--- config.mk ---
export PLATFORM = sky130hd
export DESIGN_NAME = alu_share_arb
export DESIGN_NICKNAME = d
export VERILOG_FILES = /design/src/rtl/alu_share_arb.sv
export SDC_FILE = /design/constraint.sdc
export NUM_CORES = 1
export LEC_CHECK = 0
export ABC_AREA = 1
export CORE_AREA = 2 2 154 156
export CTS_CLUSTER_DIAMETER = 150
export DETAILED_ROUTE_END_ITERATION = 10
export DIE_AREA = 0 0 156 158
export PLACE_DENSITY = 0.55
export SLEW_MARGIN = 20
export SYNTH_ARGS = -nofsm -noshare
export SYNTH_HDL_FRONTEND = slang
export SYNTH_SLANG_ARGS = --single-unit
--- constraint.sdc ---
create_clock -name clk -period 2.1 [get_ports clk]
set_input_delay 0.42 -clock clk [delete_from_list [all_inputs] [get_ports clk]]
set_output_delay 0.42 -clock clk [all_outputs]
set_load 0.01 [all_outputs]
--- src/rtl/alu_share_arb.sv ---
// Round-robin arbiter sharing one combinational ALU between NREQ requesters,
// with a one-entry registered result stage using a valid/ready handshake.
module alu_share_arb #(
   parameter int DWIDTH = 32,
   parameter int AWIDTH = 32,
   parameter int NREQ   = 2,
   localparam int IDW   = $clog2(NREQ)
) (
   input  logic                     clk,
   input  logic                     reset,
   input  logic [NREQ-1:0]          req_valid_i,
   output logic [NREQ-1:0]          req_ready_o,
   input  logic [NREQ*AWIDTH-1:0]   req_pc_i,
   input  logic [NREQ*DWIDTH-1:0]   req_rs1_i,
   input  logic [NREQ*DWIDTH-1:0]   req_rs2_i,
   input  logic [NREQ*3-1:0]        req_funct3_i,
   input  logic [NREQ*7-1:0]        req_funct7_i,
   output logic [AWIDTH-1:0]        alu_pc_o,
   output logic [DWIDTH-1:0]        alu_rs1_o,
   output logic [DWIDTH-1:0]        alu_rs2_o,
   output logic [2:0]               alu_funct3_o,
   output logic [6:0]               alu_funct7_o,
   input  logic [DWIDTH-1:0]        alu_res_i,
   input  logic                     alu_brtaken_i,
   output logic                     res_valid_o,
   input  logic                     res_ready_i,
   output logic [DWIDTH-1:0]        res_o,
   output logic                     res_brtaken_o,
   output logic [IDW-1:0]           res_id_o
);

   // Handshakes: a transfer happens on a rising edge where valid and ready are
   // both high; ready never depends on anything registered downstream beyond
   // the output stage state, and a stalled requester must hold its fields.
   typedef enum logic {S_EMPTY = 1'b0, S_FULL = 1'b1} state_t;

   state_t            state_q, state_d;
   logic [DWIDTH-1:0] res_q, res_d;
   logic              brtaken_q, brtaken_d;
   logic [IDW-1:0]    id_q, id_d;
   logic [IDW-1:0]    ptr_q, ptr_d;

   logic [AWIDTH-1:0] pc_slot  [NREQ];
   logic [DWIDTH-1:0] rs1_slot [NREQ];
   logic [DWIDTH-1:0] rs2_slot [NREQ];
   logic [2:0]        f3_slot  [NREQ];
   logic [6:0]        f7_slot  [NREQ];

   logic              grant_valid;
   logic [IDW-1:0]    grant_idx;
   logic [IDW-1:0]    cand_idx;
   logic              can_accept;
   logic              accept;

   for (genvar i = 0; i < NREQ; i++) begin : g_slot
      assign pc_slot[i]  = req_pc_i[i*AWIDTH +: AWIDTH];
      assign rs1_slot[i] = req_rs1_i[i*DWIDTH +: DWIDTH];
      assign rs2_slot[i] = req_rs2_i[i*DWIDTH +: DWIDTH];
      assign f3_slot[i]  = req_funct3_i[i*3 +: 3];
      assign f7_slot[i]  = req_funct7_i[i*7 +: 7];
   end

   // Search from the round-robin pointer upward, wrapping; first valid wins.
   always_comb begin
      grant_valid = 1'b0;
      grant_idx   = '0;
      cand_idx    = '0;
      for (int k = 0; k < NREQ; k++) begin
         cand_idx = IDW'((int'(ptr_q) + k) % NREQ);
         if (!grant_valid && req_valid_i[cand_idx]) begin
            grant_valid = 1'b1;
            grant_idx   = cand_idx;
         end
      end
   end

   assign can_accept  = (state_q == S_EMPTY) || res_ready_i;
   assign accept      = grant_valid && can_accept && !reset;
   assign req_ready_o = accept ? (NREQ'(1) << grant_idx) : '0;

   // The ALU sees the granted operands even when the output stage is stalled.
   always_comb begin
      alu_pc_o     = '0;
      alu_rs1_o    = '0;
      alu_rs2_o    = '0;
      alu_funct3_o = '0;
      alu_funct7_o = '0;
      if (grant_valid) begin
         alu_pc_o     = pc_slot[grant_idx];
         alu_rs1_o    = rs1_slot[grant_idx];
         alu_rs2_o    = rs2_slot[grant_idx];
         alu_funct3_o = f3_slot[grant_idx];
         alu_funct7_o = f7_slot[grant_idx];
      end
   end

   always_comb begin
      state_d   = state_q;
      res_d     = res_q;
      brtaken_d = brtaken_q;
      id_d      = id_q;
      ptr_d     = ptr_q;
      if (accept) begin
         state_d   = S_FULL;
         res_d     = alu_res_i;
         brtaken_d = alu_brtaken_i;
         id_d      = grant_idx;
         ptr_d     = (grant_idx == IDW'(NREQ - 1)) ? '0 : grant_idx + IDW'(1);
      end else if (state_q == S_FULL && res_ready_i) begin
         state_d = S_EMPTY;
      end
   end

   always_ff @(posedge clk or posedge reset) begin
      if (reset) begin
         state_q   <= S_EMPTY;
         res_q     <= '0;
         brtaken_q <= 1'b0;
         id_q      <= '0;
         ptr_q     <= '0;
      end else begin
         state_q   <= state_d;
         res_q     <= res_d;
         brtaken_q <= brtaken_d;
         id_q      <= id_d;
         ptr_q     <= ptr_d;
      end
   end

   assign res_valid_o   = (state_q == S_FULL);
   assign res_o         = res_q;
   assign res_brtaken_o = brtaken_q;
   assign res_id_o      = id_q;

endmodule

---- Yosys cells after proc, flatten, opt, wreduce, memory -nomap -nowiden ----
Cells that the tools add are included.
operators by class
  $add $sub $neg .......................... 2
  magnitude comparators ................... 3
  shifts and indexed selects .............. 1
  muxes and demuxes ....................... 32
  bitwise logic cells ..................... 2
  reduce and logical (&&, ||, !) cells .... 8
operators by type and width
  kind                                                                   number
  32-bit two-way mux                                                     12
  7-bit two-way mux                                                      4
  3-bit two-way mux                                                      4
  1-bit two-way mux                                                      11
  1-bit logical AND                                                      4
  1-bit by 2-bit < comparator with 1-bit output (second input constant)  2
  1-bit adder (second input constant)                                    2
  2-bit >= comparator (second input constant)                            1
  1-bit zero test                                                        2
  2-bit two-way mux                                                      1
  1-bit inverter with 2-bit output                                       1
  2-bit nonzero test                                                     1
  1-bit by 1-bit left shift with 2-bit output (first input constant)     1
  1-bit logical OR                                                       1
  1-bit inverter                                                         1
word-level totals
  flip-flop bits (word level) ............. 36
  output and inout port bits .............. 143
  word-level logic and storage cells ...... 53

---- Depth between registers and ports, before layout ----
  word-level depth ........................ 11
  gate-level depth with buffers ........... 8
  depth with buffers taken out ............ 6

---- Worst setup path before layout ----
Ideal clock, no wire load.
  kind .................................... input to register
  start ................................... in reset
  end ..................................... reg res_q[21] (netlist: res_o[21])
  library setup time ...................... 73 ps
  data arrival time ....................... 2095 ps
  setup slack ............................. -68 ps
  cell stages on the path ................. 4
  path buffers ............................ 1
  cell sequence ........................... clkinv_1 > clkbuf_1 > nand4_1 > nand2_1
between the ends
  word-level cells in the longest chain between the ends .. 2
RTL lines
  element                    line  RTL
  from (decl)                10    input logic reset,
  1-bit zero test (no line)  n/a
  1-bit logical AND          78    assign accept = grant_valid && can_accept && !reset;
  to (signal assigned)       123   res_q <= res_d;
  to (decl)                  38    logic [DWIDTH-1:0] res_q, res_d;
Every way passes these cells.
A chain may end at the register's enable or synchronous reset.

---- Worst setup path after layout ----
  start ................................... reg ptr_q
  end ..................................... out alu_pc_o[8]
between the ends
  word-level cells in the longest chain between the ends .. 11
  elaborated cells between the ends (all ways) .. 16
RTL lines
  element                                                 line  RTL
  from (decl)                                             41    logic [IDW-1:0] ptr_q, ptr_d;
  from (signal assigned)                                  126   ptr_q <= ptr_d;
  1-bit two-way mux (implied by the code) (2 in a row)    70    if (!grant_valid && req_valid_i[cand_idx]) begin
  1-bit two-way mux                                       70
  1-bit zero test                                         70
  1-bit logical AND                                       70
  1-bit two-way mux                                       70
  1-bit inverter with 2-bit output (implied by the code)  89    alu_pc_o = pc_slot[grant_idx];
  32-bit two-way mux (implied by the code) (3 in a row)   89
  32-bit two-way mux (*)                                  88    if (grant_valid) begin
  to (decl)                                               18    output logic [AWIDTH-1:0] alu_pc_o,
Every way passes the cells marked *; elsewhere a longest branch is shown, timed or not. The select of a mux whose other input is x is not followed.

==> impl_metrics.yaml <==
final_layout:
  fill_cells: 2495
  final_area_um2: 7555
  utilization_pct: 32.77
  synthToLayoutAreaGrowth_pct: 148.3
  fin_cells: 1214
  final_nets: 1173
  drive_above_1_share_pct: 18.53
yosys:
  synthMuxAreaShare_pct: 0
  synthAdderAreaFrac_pct: 0
  netlist.area_leader.share_pct: 35.03
  ys.flop_type: "dfrtp_1"
  async_reset_ff_share_pct: 100.0
  yosys.area_share.simple_pct: 60.98
  synth_top_family_by_area: "simple AND/OR/NAND/NOR gates"
  synth-edff-count: 0
  synth_area_um2: 3043
  syn_avg_cell_area_um2: 5.852
  synth_cell_types: 17
  synth_top_area_cell: "nand2_1"
  yosysSeqAreaShare_pct: 29.61
  netlist_instances: 520
  synth-compound-area-share_pct: 0.1645
  yosys-top-cells-count: "nand2_1, nand3_1, dfrtp_1, nand4_1, buf_2"
  synth_xor_area_share_pct: 0
  syn_nets: 770
  ys_seq_elements: 36
  synth_most_common_cell: "nand2_1"
  ys_warn_count: 0
  ys_top_cells_by_area: "nand2_1, dfrtp_1, nand3_1"
global_routing:
  grt_antenna_before_repair: 1
  grt_pass1_wl_mm: 27.23
  grt_pass1_vias: 5046
  overflow: 0
  grt_use_total_pct: 14.10
  grt_max_degree: 45
sta:
  fmax_mhz: 478.1
  max_slew_margin_pct: 72.96
  setup_ws_ns: 0.008391
  setup_viol: 0
  skew_ns: 0.004142
  worst_pin_slew_ns: 0.4056
  setup_tns_ns: 0
  hold_ws_ns: 0.4662
  final_hold_viol_count: 0
  slew_violations: 0
  period_needed_ns: 2.092
  fin_crit_sh_pct: 99.60
  rsz0062_at_grt: "true"
hold_path:
  hold_start: "res_o[7]"
  hold_path_class: "reg -> reg"
die:
  rows: 56
  die-area_um2: 24650
  die_y_um: 158
  fp.dieW_um: 156
  core_area_um2: 23050
  ioPinCount: 393
  start_util_pct: 13.20
setup_path:
  crit_chain: "inv_2 > nand2_4 > nand2_8 > buf_12 > inv_12 > bufbuf_16 > buf_4 > nand2_2 > nand2_2 > buf_6"
  cp.buffers_inverters: 6
  crit_top_cell: "nand2_2"
  path_class: "reg -> out"
  crit_required_ns: 1.68
  cpMaxStageDelayCell: "dfrtp_1"
  critPathMaxFanout: 7
  cp.arrival_ns: 1.67
  end_kind: "output pin"
  regToRegStartpoint: "ptr_q"
  crit_family: "buffers and inverters"
  startpoint: "ptr_q"
  start_kind: "register"
  max_stage_delay_ns: 0.39
routing:
  drt_iter0_markers: 234
  route.met3.wl_mm: 1.595
  wl_met2_mm: 9.729
  drc_errors: 0
  first_pass_iters: 4
  routed.top_layer: "met4"
  drt_wl_total_mm: 19.03
  route.layer.met1.wl_mm: 7.380
  viasPerCell: 4.101
  wl_per_cell_um: 15.68
  num_vias: 4979
  ant_nets: 0
placement:
  hpwl_mm: 14.76
  place_ws_ns: -0.5553
  place_congestion: 0.7899
  dp_cells: 1194
  placed_area_um2: 7526
  port_buffers: 392
cts:
  cts_buffers: 5
  cts_tree: "done"
  clock-root-buffer: "clkbuf_16"
  clk_pin_slew_worst_paths_ns: 0.05
  clk_latency_ns: 0.28
  ctsHoldBuffers: 0
  clock_path_buffers: 2
  htreeDepth: 2
  cts.sinks: 36
power_and_ir_drop:
  power_leakage_nw: 3.747
  power_mw: 3.613
  ir_worst_vdd_uv: 325.1
  powerDensity_nw_per_um2: 478.2
job:
  maxCapViolCount: 0
status:
  status: "completed"
-- kinds of logic after synthesis --
group	after synthesis
AO/OA/AOI/OAI	1
flip-flops	36
AND/OR/NAND/NOR	429
buffers and inverters	54
-- timing repair --
action	CTS	global route
gates cloned	4	0
setup buffers	7	3
pin swaps	1	5
endpoints found under the setup margin	108	98
gates resized for setup	227	137
-- cell type report --
cell class,instances,area (um^2),area share [%]
Inverter,8,42.54,0.5631
Antenna cell,1,2.502,0.03312
Multi-Input combinational cell,430,1916,25.36
Clock buffer,5,125.1,1.656
Timing Repair Buffer,442,4193,55.50
Sequential cell,36,900.9,11.92
Tap cell,290,362.8,4.803
Clock inverter,2,12.51,0.1656
-- layout by cell type, fill, tap and decap left out, types with 5 or more instances in the layout --
cell	instances
nand3_1	104
buf_12	18
buf_4	23
buf_6	11
clkbuf_16	5
nand2_2	11
dfrtp_1	36
clkdlybuf4s50_1	282
buf_2	21
dlygate4sd2_1	8
nand2_1	275
clkbuf_2	64
clkdlybuf4s15_1	10
nand4_1	33
-- sequential cells by signal, summed over array words and instances, names as in the netlist --
| register | flops |
|---|---|
| res_id_o | 1 |
| res_valid_o | 1 |
| res_o | 32 |
| res_brtaken_o | 1 |
| ptr_q | 1 |
-- path summary, 6_finish.rpt --
| check | slack [ns] | to | cells past startpoint |
|---|---|---|---|
| max in group asynchronous | 1.05 | ptr_q | 4 |
| min in group asynchronous | 0.55 | res_o[31] | 3 |
| setup reg to reg | 0.92 | res_id_o | 8 |
| setup / recovery | 0.008 | alu_pc_o[8] | 10 |
| hold / removal | 0.47 | res_o[7] | 2 |
| hold reg to reg | 0.47 | res_o[7] | 2 |
-- tightest hold or removal path, stage by stage, from the launching register on --
cell,delay [ns]
dfrtp_1,0.34
nand2_1,0.05
nand2_1,0.05
-- report_power, final --
part	total [mW]	leakage, nW	switching [mW]	internal, mW
Clock	0.719	0.0657	0.288	0.431
Sequential	0.870	0.443	0.0624	0.807
Combinational	2.02	3.24	0.890	1.13
-- metal layers --
metal	GRT usage, %	up-vias
li1	-	2502
met1	16.54	2204
met2	25.94	250
met3	3.422	23
met4	3.189	0
met5	0	-
Power figures use the tool's default switching activity.
